File: src/rtl/crc_ahb_mc_if.sv
// rtl/crc_ahb_mc_if.sv - AHB-Lite slave front-end for the multi-channel CRC unit
// Optional feature macro: CRC_AHB_ERR_RESP_EN adds two-cycle ERROR responses for
// unmapped decodes and a wait-state counter that times out after MAX_WAIT stalls.
// The data-phase state is resolved combinationally each cycle from the registered
// context (state_q) and the live stall sources, so a stall that clears in a cycle
// completes in that same cycle.
module crc_ahb_mc_if #(
  parameter int NUM_CH   = 4,
  parameter int MAX_WAIT = 16,
  localparam int CH_W    = (NUM_CH > 1) ? $clog2(NUM_CH) : 1
) (
  input  logic                  HCLK,
  input  logic                  HRESETn,
  input  logic                  HSElx,
  input  logic                  HWRITE,
  input  logic                  HREADY,
  input  logic [31:0]           HADDR,
  input  logic [1:0]            HTRANS,
  input  logic [2:0]            HSIZE,
  input  logic [31:0]           HWDATA,
  output logic [31:0]           HRDATA,
  output logic                  HREADYOUT,
  output logic                  HRESP,
  output logic [31:0]           bus_wr,
  output logic [1:0]            bus_size,
  output logic [CH_W-1:0]       ch_sel,
  output logic [NUM_CH-1:0]     buffer_write_en,
  output logic [NUM_CH-1:0]     crc_init_en,
  output logic [NUM_CH-1:0]     crc_idr_en,
  output logic [NUM_CH-1:0]     crc_poly_en,
  output logic [NUM_CH-1:0]     reset_chain,
  output logic [2*NUM_CH-1:0]   crc_poly_size,
  output logic [2*NUM_CH-1:0]   rev_in_type,
  output logic [NUM_CH-1:0]     rev_out_type,
  input  logic [32*NUM_CH-1:0]  crc_out,
  input  logic [32*NUM_CH-1:0]  crc_init_out,
  input  logic [32*NUM_CH-1:0]  crc_poly_out,
  input  logic [8*NUM_CH-1:0]   crc_idr_out,
  input  logic [NUM_CH-1:0]     buffer_full,
  input  logic [NUM_CH-1:0]     read_wait,
  input  logic [NUM_CH-1:0]     reset_pending
);

  localparam logic [2:0] R_DR   = 3'd0;
  localparam logic [2:0] R_IDR  = 3'd1;
  localparam logic [2:0] R_CR   = 3'd2;
  localparam logic [2:0] R_INIT = 3'd4;
  localparam logic [2:0] R_POL  = 3'd5;

  typedef enum logic [2:0] {S_IDLE, S_XFER, S_WAIT, S_ERR1, S_ERR2} state_t;

  // Captured address phase
  logic [2:0]      off_q, off_d;
  logic [CH_W-1:0] ch_q, ch_d;
  logic [1:0]      size_q, size_d;
  logic            wr_q, wr_d;
  logic            act_q, act_d;

  state_t          state_q, state_d, state_cur;
  logic [4:0]      cr_q [NUM_CH];
  logic [4:0]      cr_d [NUM_CH];

`ifdef CRC_AHB_ERR_RESP_EN
  logic [7:0]      wcnt_q, wcnt_d;
`endif

  // Decode results of the captured phase
  logic [NUM_CH-1:0] ch_oh;
  logic              off_ok;
  logic              mapped;
  logic              stall;
  logic              complete;
  logic              do_wr;
  logic              do_rd;

  logic unused_bits;
  assign unused_bits = ^{HADDR[31:5+CH_W], HADDR[1:0], HSIZE[2], HTRANS[0]};

  assign bus_wr   = HWDATA;
  assign bus_size = size_q;
  assign ch_sel   = ch_q;

  // Address-phase capture whenever the bus is ready
  always_comb begin
    off_d  = off_q;
    ch_d   = ch_q;
    size_d = size_q;
    wr_d   = wr_q;
    act_d  = act_q;
    if (HREADY) begin
      off_d  = HADDR[4:2];
      ch_d   = HADDR[5+CH_W-1:5];
      size_d = HSIZE[1:0];
      wr_d   = HWRITE;
      act_d  = HSElx & HTRANS[1];
    end
  end

  // Register/channel decode and per-channel stall condition
  always_comb begin
    ch_oh = '0;
    for (int c = 0; c < NUM_CH; c++) begin
      if (ch_q == CH_W'(c)) ch_oh[c] = 1'b1;
    end
    off_ok = (off_q == R_DR) || (off_q == R_IDR) || (off_q == R_CR) ||
             (off_q == R_INIT) || (off_q == R_POL);
    mapped = off_ok && (|ch_oh);
    stall  = mapped && |(ch_oh & (({NUM_CH{wr_q  && off_q == R_DR}}   & buffer_full) |
                                  ({NUM_CH{!wr_q && off_q == R_DR}}   & read_wait)   |
                                  ({NUM_CH{wr_q  && off_q == R_INIT}} & reset_pending)));
  end

  // Resolve this cycle's state and the context carried to the next cycle
  always_comb begin
    state_cur = S_IDLE;
    if (state_q == S_ERR1) begin
      state_cur = S_ERR1;
    end else if (state_q == S_ERR2) begin
      state_cur = S_ERR2;
    end else if (act_q) begin
`ifdef CRC_AHB_ERR_RESP_EN
      // Unmapped phases never stall, so the decode check only fires on the first cycle
      if ((state_q == S_IDLE && !mapped) || wcnt_q == 8'(MAX_WAIT)) state_cur = S_ERR1;
      else if (stall)                                               state_cur = S_WAIT;
      else                                                          state_cur = S_XFER;
`else
      if (stall) state_cur = S_WAIT;
      else       state_cur = S_XFER;
`endif
    end
    case (state_cur)
      S_ERR1:  state_d = S_ERR2;
      S_WAIT:  state_d = S_WAIT;
      default: state_d = S_IDLE;
    endcase
`ifdef CRC_AHB_ERR_RESP_EN
    wcnt_d = (state_cur == S_WAIT) ? wcnt_q + 8'd1 : 8'd0;
`endif
  end

  // Bus response, one-hot strobes, read mux and control register update
  always_comb begin
    HREADYOUT = !(state_cur == S_WAIT || state_cur == S_ERR1);
`ifdef CRC_AHB_ERR_RESP_EN
    HRESP     = (state_cur == S_ERR1) || (state_cur == S_ERR2);
`else
    HRESP     = 1'b0;
`endif
    complete  = (state_cur == S_XFER) && mapped;
    do_wr     = complete && wr_q;
    do_rd     = complete && !wr_q;

    buffer_write_en = (do_wr && off_q == R_DR)              ? ch_oh : '0;
    crc_idr_en      = (do_wr && off_q == R_IDR)             ? ch_oh : '0;
    crc_init_en     = (do_wr && off_q == R_INIT)            ? ch_oh : '0;
    crc_poly_en     = (do_wr && off_q == R_POL)             ? ch_oh : '0;
    reset_chain     = (do_wr && off_q == R_CR && HWDATA[0]) ? ch_oh : '0;

    HRDATA = '0;
    for (int c = 0; c < NUM_CH; c++) begin
      cr_d[c] = cr_q[c];
      if (do_wr && off_q == R_CR && ch_oh[c]) cr_d[c] = HWDATA[7:3];
      if (do_rd && ch_oh[c]) begin
        case (off_q)
          R_DR:    HRDATA = crc_out[32*c +: 32];
          R_IDR:   HRDATA = {24'h0, crc_idr_out[8*c +: 8]};
          R_CR:    HRDATA = {24'h0, cr_q[c], 3'b000};
          R_INIT:  HRDATA = crc_init_out[32*c +: 32];
          R_POL:   HRDATA = crc_poly_out[32*c +: 32];
          default: HRDATA = '0;
        endcase
      end
    end
  end

  // Flatten the control register bank onto the per-channel config outputs
  always_comb begin
    crc_poly_size = '0;
    rev_in_type   = '0;
    rev_out_type  = '0;
    for (int c = 0; c < NUM_CH; c++) begin
      crc_poly_size[2*c +: 2] = cr_q[c][1:0];
      rev_in_type[2*c +: 2]   = cr_q[c][3:2];
      rev_out_type[c]         = cr_q[c][4];
    end
  end

  // State, captured phase and control register flops
  always_ff @(posedge HCLK or negedge HRESETn) begin
    if (!HRESETn) begin
      state_q <= S_IDLE;
      off_q   <= '0;
      ch_q    <= '0;
      size_q  <= '0;
      wr_q    <= 1'b0;
      act_q   <= 1'b0;
      for (int c = 0; c < NUM_CH; c++) cr_q[c] <= '0;
`ifdef CRC_AHB_ERR_RESP_EN
      wcnt_q  <= '0;
`endif
    end else begin
      state_q <= state_d;
      off_q   <= off_d;
      ch_q    <= ch_d;
      size_q  <= size_d;
      wr_q    <= wr_d;
      act_q   <= act_d;
      for (int c = 0; c < NUM_CH; c++) cr_q[c] <= cr_d[c];
`ifdef CRC_AHB_ERR_RESP_EN
      wcnt_q  <= wcnt_d;
`endif
    end
  end

endmodule
File: config.mk
export PLATFORM = sky130hd
export DESIGN_NAME = crc_ahb_mc_if
export DESIGN_NICKNAME = d
export VERILOG_FILES = /design/src/rtl/crc_ahb_mc_if.sv
export SDC_FILE = /design/constraint.sdc
export NUM_CORES = 1
export LEC_CHECK = 0
export ABC_CLOCK_PERIOD_IN_PS = 6500
export BUFFER_PORTS_ARGS = -buffer_cell sky130_fd_sc_hd__buf_4
export CAP_MARGIN = 30
export CORE_AREA = 2 2 239 241
export DETAILED_ROUTE_END_ITERATION = 12
export DIE_AREA = 0 0 241 243
export PLACE_DENSITY_LB_ADDON = 0.2
export SETUP_SLACK_MARGIN = 0.05
export SYNTH_ARGS = -nofsm -noshare
export SYNTH_HDL_FRONTEND = slang
export SYNTH_SLANG_ARGS = --single-unit
File: constraint.sdc
create_clock -name HCLK -period 6.5 [get_ports HCLK]
set_clock_uncertainty 0.05 [all_clocks]
set_input_delay 0.975 -clock HCLK [delete_from_list [all_inputs] [get_ports HCLK]]
set_output_delay 0.975 -clock HCLK [all_outputs]
set_load 0.005 [all_outputs]
After elaboration in Yosys (flattened, before gate mapping)
Cells that the tools add are included.
{ "op_classes": {"n_eq_ne": 12, "muxes": 22, "n_bitwise": 7, "n_reduce_logical": 33} }
{ "ops": {"columns": ["cell", "count"], "rows": [
  ["$pmux 32 s5", 4],
  ["$mux 32", 4],
  ["$logic_and 1x1->1", 22],
  ["$mux 4", 5],
  ["$and 4x4->4", 4],
  ["$eq 3x2->1 const B", 4],
  ["$eq 3x3->1 const B", 3],
  ["$or 4x4->4", 2],
  ["$reduce_or 4->1", 2],
  ["$eq 3x1->1 const B", 2],
  ["$mux 3", 2],
  ["$pmux 3 s2", 1],
  ["$logic_or 1x1->1", 5],
  ["$eq 2x2->1 const B", 2],
  ["$mux 1", 4],
  ["$mux 2", 2],
  ["$logic_not 3->1", 1],
  ["$eq 2x1->1 const B", 1],
  ["$logic_not 1->1", 2],
  ["$logic_not 2->1", 1],
  ["$and 1x1->1", 1]
]} }
{ "word_totals": {"register_bits": 32, "input_bits": 502, "output_inout_bits": 110, "wordCells": 84} }

Longest topological paths before layout
Gate-level depths: netlist of run 1.
{ "logic_depth": {"depth_word": 20, "mapped_depth": 9, "depth_no_buf": 5} }

Least setup slack after synthesis of run 1
OpenSTA, ideal clock, no wires.
{ "synth_timing": {"path_kind": "in2out", "startpoint": "input buffer_full[1]", "endpoint": "output HRDATA[14]", "arrival_time_ps": 2096, "t_required_ps": 5475, "path_slack_ps": 3379, "cell_stages": 6, "n_path_buf": 1, "cell_sequence": "mux2_2 > a21oi_1 > nand2_1 > buf_6 > o22ai_1 > a211o_1"} }
{ "synth_between": {"elab_chain_len": 18, "elab_cells_between_ends": 21} }
{ "synth_rtl": {"columns": ["element", "line_no", "rtl"], "rows": [
  ["start: declaration", "39", "input logic [NUM_CH-1:0] buffer_full,"],
  ["$and 4x4->4 *", "108", "stall = mapped && |(ch_oh & (({NUM_CH{wr_q && off_q == R_DR}} & buffer_full) |"],
  ["$or 4x4->4 *", "108", null],
  ["$or 4x4->4 *", "109", "({NUM_CH{!wr_q && off_q == R_DR}} & read_wait) |"],
  ["$and 4x4->4 *", "108", null],
  ["$reduce_or 4->1 *", "108", null],
  ["$logic_and 1x1->1 *", "108", null],
  ["$mux 2 *", "127", "if (stall) state_cur = S_WAIT;"],
  ["$mux 2 *", "120", "end else if (act_q) begin"],
  ["$mux 3 *", "118", "end else if (state_q == S_ERR2) begin"],
  ["$mux 3 *", "116", "if (state_q == S_ERR1) begin"],
  ["$eq 3x1->1 *", "149", "complete = (state_cur == S_XFER) && mapped;"],
  ["$logic_and 1x1->1 *", "149", null],
  ["$logic_and 1x1->1 *", "151", "do_rd = complete && !wr_q;"],
  ["$logic_and 1x1->1", "163", "if (do_rd && ch_oh[c]) begin"],
  ["$mux 32 (3 in series)", "163", null],
  ["$mux 32 *", "163", null],
  ["end: declaration", "21", "output logic [31:0] HRDATA,"]
]} }
Every way passes the cells marked *; elsewhere a longest branch is shown, timed or not.

Worst setup path in the final report of run 1
{ "layout_timing": {"startpoint": "register off_q[0]", "endpoint": "output HRDATA[30]"} }
{ "layout_between": {"elab_chain_len": 20, "elab_cells_between_ends": 40} }
{ "layout_rtl": {"columns": ["element", "line_no", "rtl"], "rows": [
  ["start: declaration", "53", "logic [2:0] off_q, off_d;"],
  ["start signal: assignment", "192", "off_q <= '0;"],
  ["start signal: assignment", "203", "off_q <= off_d;"],
  ["$logic_not 3->1", null, null],
  ["$logic_and 1x1->1, on equally long branches", "108, 109", null],
  ["$and 4x4->4, on equally long branches", "108, 109", null],
  ["$or 4x4->4", "108", null],
  ["$or 4x4->4", "109", null],
  ["$and 4x4->4", "108", null],
  ["$reduce_or 4->1", "108", null],
  ["$logic_and 1x1->1", "108", null],
  ["[2 not listed]", null, null],
  ["$mux 3", "118", null],
  ["$mux 3", "116", null],
  ["$eq 3x1->1", "149", null],
  ["$logic_and 1x1->1", "149", null],
  ["$logic_and 1x1->1", "151", null],
  ["$logic_and 1x1->1", "163", null],
  ["$mux 32 (3 in series)", "163", null],
  ["$mux 32 *", "163", null]
]} }
Marks and branches as above.

==> results of run 1 <==
-- worst paths after layout --
kind	end	slack [ns]	depth (start not counted)
max	HRDATA[30]	1.93	7
min in group asynchronous	rev_in_type[2]	0.58	1
min reg2reg	bus_size[1]	0.47	1
max reg2reg	crc_poly_size[4]	3.39	5
min	bus_size[1]	0.47	1
max in group asynchronous	off_q[0]	5.46	1
-- flip-flops by register name, indices dropped and copies added, names as in the netlist --
signal	count
crc_poly_size	8
act_q	1
wr_q	1
ch_sel	2
state_q	2
off_q	3
rev_in_type	8
bus_size	2
rev_out_type	4
-- logic make-up after synthesis --
family / after synthesis
buffers and inverters: 102
flip-flops: 31
AND/OR/NAND/NOR: 101
AO/OA/AOI/OAI: 203
multiplexers: 168
other: 1
-- where the power goes --
part | switching, mW | total, mW | internal [mW] | leakage [nW]
Clock | 0.0980 | 0.279 | 0.181 | 0.0838
Combinational | 0.294 | 0.684 | 0.390 | 4.18
Sequential | 0.0387 | 0.248 | 0.209 | 0.407
Total | 0.430 | 1.21 | 0.780 | 4.67
-- layout make-up --
cell class	instances	area [um2]	area share, %
multi-input cells	474	4220	41.2
clock buffers	5	125	1.22
diodes	1	2.50	0.0244
repair buffers	542	4100	40.1
clock inverters	3	43.8	0.428
inverters	4	15.0	0.147
flip-flops and latches	31	783	7.65
well taps	756	946	9.24
-- metal layers --
metal  track usage [%]  vias to the layer above  share of wire (%)
met5                 0                        -              0.020
met4              1.71                        2                1.4
met3              2.25                       28                7.5
met2              22.3                      306                 50
met1              15.9                     3358                 41
li1                  -                     3301                  -
-- per-stage QoR --
| stage | instances | area [um2] | worst slack, ns | power [mW] |
|---|---|---|---|---|
| after floorplan | 607 | 5570 | 3.38 | 0.589 |
| after global placement | 1806 | 10000 | 2.00 | 0.943 |
| after detailed placement | 1807 | 10100 | 2.00 | 0.944 |
| after CTS | 1815 | 10200 | 1.86 | 1.23 |
| after global routing | 1815 | 10200 | 1.78 | 1.29 |
| final | 1816 | 10200 | 1.93 | 1.21 |
-- worst max-delay path: cells and delay by family (launching register included) --
family	cells	cell delay, ns
AOI/OAI and AO/OA	3	0.99
buffers and inverters	2	0.85
DFF	1	0.84
muxes	1	0.41
and+or+nand+nor	1	0.09
-- cell usage after synthesis (all sizes together) --
library cell / instances
mux2: 131
a22oi: 69
buf: 68
nor2: 47
dfrtp: 31
clkbuf: 30
a221oi: 26
o22ai: 25
mux4: 22
a22o: 17
a211o: 16
mux2i: 15
nor2b: 14
o21ai: 12
o221ai: 12
a31oi: 11
nand2: 11
and2: 9
a21oi: 8
nor3: 5
inv: 4
nand2b: 3
nand3: 3
nand4: 3
o22a: 2
o32ai: 2
or2: 2
a221o: 1
a2bb2oi: 1
and4bb: 1
conb: 1
nor4: 1
nor4b: 1
o211ai: 1
or4: 1
==> run summary, run 1 <==
number of buffers created by CTS - 5
Simple-Gate Fraction of Synth Area - 9.74%
first-pass GRT wire length - 52800 um
Core ar. - 56000 um2
1st-pass router iterations - 5
Leakage - 4.67 nW
Rows - 87
area fraction of the dominant cell type after synthesis - 26.5%
vias in the first global route - 7364
HPWL Detailed - 33000 um
initial DRC count - 343
synthesized area - 5560 um2
Fin. Hold Viols - 0
Post-CTS Hold Buffers - 0
Filler cells - 6340
element type at the critical path end - primary output
# H-tree levels - 2
Final Core Density - 18.3%
syn avg cell area - 9.18 um2
Post-Route WL - 39300 um
Final Net Count - 1560
Final GP Congestion - 0.879
Final min period - 4.57 ns
VDD IR-drop max - 0.0814 mV
final period utilization - 70.3%
mux share of post-synthesis cell area - 38.1%
largest family of logic cells by synthesized area - multiplexers
Die ar. - 58600 um2
Global Route Usage Sum - 12.5%
WP data required - 5.47 ns
DR vias - 6995
Slew HR - 40.7%
post-synthesis cell count - 606
most frequent cells in the layout - buf_4 (540), mux2_2 (131), a22oi_1 (69)
clock root buffer - clkbuf_16
DRC - 0
Die W - 241 um
sequential fraction of the synthesis area - 13.9%
FF+latch count, synth - 31
CTS Sinks - 31
Routed Antenna Nets - 0
Slew @ Worst Pin - 0.889 ns
WS Path Type - flop to primary output
most common cell after layout, fill and taps aside - buf_4
Slew Viols, Final - 0
largest net degree at the start of global routing - 84
I/O pins - 612
status - completed
worst skew pair latency - 0.29 ns
Setup-failing EPs final - 0
initial core utilization - 9.94%
Synth Area in Compound Gates - 27.8%
global route overflow - 0
Worst setup SP type - flop
initial antenna violation count - 4
f_max - 219 MHz
cells along the critical path - buf_4, mux2_2, a221oi_1, nor3_1, a31oi_1, o32ai_1, buf_4
fraction of layout cells with a size suffix above 1 - 68.2%
Sum Neg Setup Slack - 0 ns
Crit. Startpoint - off_q[0]
clk buf depth - 2
DR vias/cell - 3.85
Synth warnings - 0
PwrDens - 118 nW/um2
Worst EP arrival - 3.54 ns
post-CTS sizing - 0
setup bufs post-CTS - 0
RSZ-0062 raised after global routing - no
crit-path max FO - 45
R2R Path Start - off_q[0]
CP peak stage delay - 0.84 ns
Yosys top cell by area - mux2_2
Synth cell types - 42
worst hold slack - 0.469 ns
Synth area leaders - mux2_2 (27%), dfrtp_1 (14%), a22oi_1 (9.3%), mux4_2 (8.9%), buf_4 (5.3%)
Worst path slowest cell - dfrtp_4
worst hold start - bus_size[1]
CTS tree - done
Adder-Cell Fraction of Synth Area - 0%
Die Y - 243 um
CTS clk-pin slew, worst paths - 0.06 ns
Crit path top cell by count - buf_4
Port Buffer Count - 529
Synth Area in XOR/XNOR - 0%
worst hold path type - flop to flop
Area Growth Syn to Fin - 84.0%
# Max-Cap Violations - 0
Routed wire per std cell - 21.7 um
No activity file was read; power rests on OpenSTA's default activity.
==> run 2, diff against run 1 <==
ABC_CLOCK_PERIOD_IN_PS = 3750   (was 6500)
CORE_AREA = 2 2 235 237   (was 2 2 239 241)
DIE_AREA = 0 0 237 239   (was 0 0 241 243)
clock period = 3.75 ns   (was 6.5 ns; I/O delays follow)
==> run 2 against run 1 <==
Net effect:
- final cell count down 2.4%
- via count increased by 0.74%
- routed wire length down 3.3%
- non-clock buffer count rose by 8
- worst hold slack worse by 0.31 ns
- sequential share of layout area hardly changed
- total power rose by 68%
- clock power rose by 48%
==> run summary, run 2 (synthesis gave the netlist of run 1 again) <==
Finished Layout Cells - 1772 (-2.4%)
f_max - 291 MHz
most common cell after layout, fill and taps aside - buf_4
status - completed
Seq pwr share - 20.0% (-0.5 points)
Die ar. - 56600 um2 (-3.3%)
DRC - 0 (unchanged)
HPWL Detailed - 32600 um (-1.4%)
Routed wire per std cell - 21.5 um (-0.88%)
DR vias - 7047 (+0.74%)
global route overflow - 0 (unchanged)
Slew Viols, Final - 0 (unchanged)
crit-path max FO - 42 (-6.7%)
placed cell area - 10100 um2 (+0.50%)
CTS tree - done
placed instance count - 1763 (-2.4%)
cells along the critical path - buf_12, mux2_2, a221oi_1, nor3_1, a31oi_1, o32ai_1, buf_4
final instance area - 10300 um2 (+0.26%)
largest net degree at the start of global routing - 90 (+7.1%)
Routed Antenna Nets - 0 (unchanged)
CTS Sinks - 31 (unchanged)
post-CTS sizing - 0 (unchanged)
delay-heaviest family, CP - compound AO/OA/AOI/OAI gates
element type at the critical path end - primary output
most frequent cells in the layout - buf_4 (543), mux2_2 (131), a22oi_1 (69)
vias in the first global route - 7220 (-2.0%)
net switching power figure - 0.736 mW (+71%)
Worst EP arrival - 2.83 ns (-0.71 ns)
Leakage - 4.71 nW (+0.81%)
Setup-failing EPs final - 0 (unchanged)
Die W - 237 um (-1.7%)
worst skew pair latency - 0.29 ns (about the same)
Int Power - 1.30 mW (+67%)
Die Y - 239 um (-1.6%)
Slew HR - 56.8% (+16 points)
Final min period - 3.44 ns
Global Route Usage Sum - 12.5% (-0.021 points)
1st-pass router iterations - 5 (unchanged)
Rows - 86 (-1.1%)
initial antenna violation count - 3 (-1)
initial core utilization - 10.2% (+0.29 points)
worst path bufs/invs - 2 (unchanged)
Post-Route WL - 38000 um (-3.3%)
I/O pins - 612 (unchanged)
Post-CTS Hold Buffers - 0 (unchanged)
PwrDens - 199 nW/um2 (+68%)
Fin. Hold Viols - 0 (unchanged)
Slew @ Worst Pin - 0.646 ns (-0.243 ns)
Worst setup SP type - flop
WS Path Type - flop to primary output
Worst path slowest cell - dfrtp_4
Area Growth Syn to Fin - 84.5%
first-pass GRT wire length - 51300 um (-2.8%)
CTS clk-pin slew, worst paths - 0.06 ns (about the same)
DR vias/cell - 3.98 (+3.2%)
final period utilization - 91.8%
CP peak stage delay - 0.60 ns (-0.24 ns)
WP data required - 3.14 ns (-2.33 ns)
Final Core Density - 18.9% (+0.59 points)
worst hold slack - 0.158 ns (-0.311 ns)
# Max-Cap Violations - 0 (unchanged)
VDD IR-drop max - 0.163 mV (+100%)
initial DRC count - 338 (-1.5%)
fraction of layout cells with a size suffix above 1 - 68.4% (+0.24 points)
Port Buffer Count - 529 (unchanged)
clock root buffer - clkbuf_16
RSZ-0062 raised after global routing - no
# H-tree levels - 2 (unchanged)
clk buf depth - 2 (unchanged)
worst hold path type - input port to asynchronous set/reset pin
Final GP Congestion - 0.803 (-8.6%)
Clock power frac - 20.3% (-2.7 points)
sw frac - 36.1% (+0.53 points)
Final Net Count - 1568 (+0.51%)
Core ar. - 54300 um2 (-2.9%)
setup bufs post-CTS - 0 (unchanged)
number of buffers created by CTS - 5 (unchanged)
Gate power share - 59.8% (+3.3 points)
Sum Neg Setup Slack - 0 ns (unchanged)
run 2: changes by cell type in the layout (fill, tap and decap cells not counted), sizes merged:
cell,previous run,this run
bufinv,1,0
buf,542,550
clkinv,2,1
clkinvlp,0,2
run 2: final timing paths:
kind | from | end | slack (ns) | depth (start not counted)
worst max-delay path | off_q[0] | HRDATA[30] | 0.31 | 7
worst min-delay path | HRESETn | rev_in_type[3] | 0.16 | 1
worst max register to register | off_q[1] | crc_poly_size[7] | 1.19 | 5
worst min register to register | bus_size[1] | bus_size[1] | 0.46 | 1
max in group asynchronous | HRESETn | off_q[2] | 3.13 | 1
min in group HCLK | HADDR[5] | ch_sel[0] | 0.44 | 3
run 2: layout make-up:
| cell class | instances | area [um2] |
|---|---|---|
| Fill cell | 6160 | 44100 |
| Multi-Input combinational cell | 474 | 4220 |
| Timing Repair Buffer | 550 | 4220 |
| Tap cell | 704 | 881 |
| Sequential cell | 31 | 783 |
| Clock buffer | 5 | 125 |
| Clock inverter | 3 | 20.0 |
| Inverter | 4 | 15.0 |
| Antenna cell | 1 | 2.50 |
run 2: metrics by stage:
step / power [mW] / setup WS [ns]
after floorplan: 1.02 / 1.31
after global placement: 1.65 / 0.511
after detailed placement: 1.65 / 0.496
after CTS: 2.07 / 0.277
after global routing: 2.16 / 0.187
final: 2.04 / 0.308
run 2: metal layers:
metal	vias up	share of wire (%)	global-route usage [%]
met4	2	1.1	1.69
met5	-	0.026	0
met2	337	49	21.6
met1	3360	43	16.3
li1	3313	-	-
met3	35	7.3	2.66
run 2: power groups by stage:
stage / sequential [mW] / clock [mW] / combinational [mW]
after detailed placement: 0.412 / 0 / 1.24
final: 0.407 / 0.413 / 1.22
after global routing: 0.411 / 0.440 / 1.31
after floorplan: 0.385 / 0 / 0.636
after CTS: 0.407 / 0.423 / 1.24
after global placement: 0.411 / 0 / 1.24
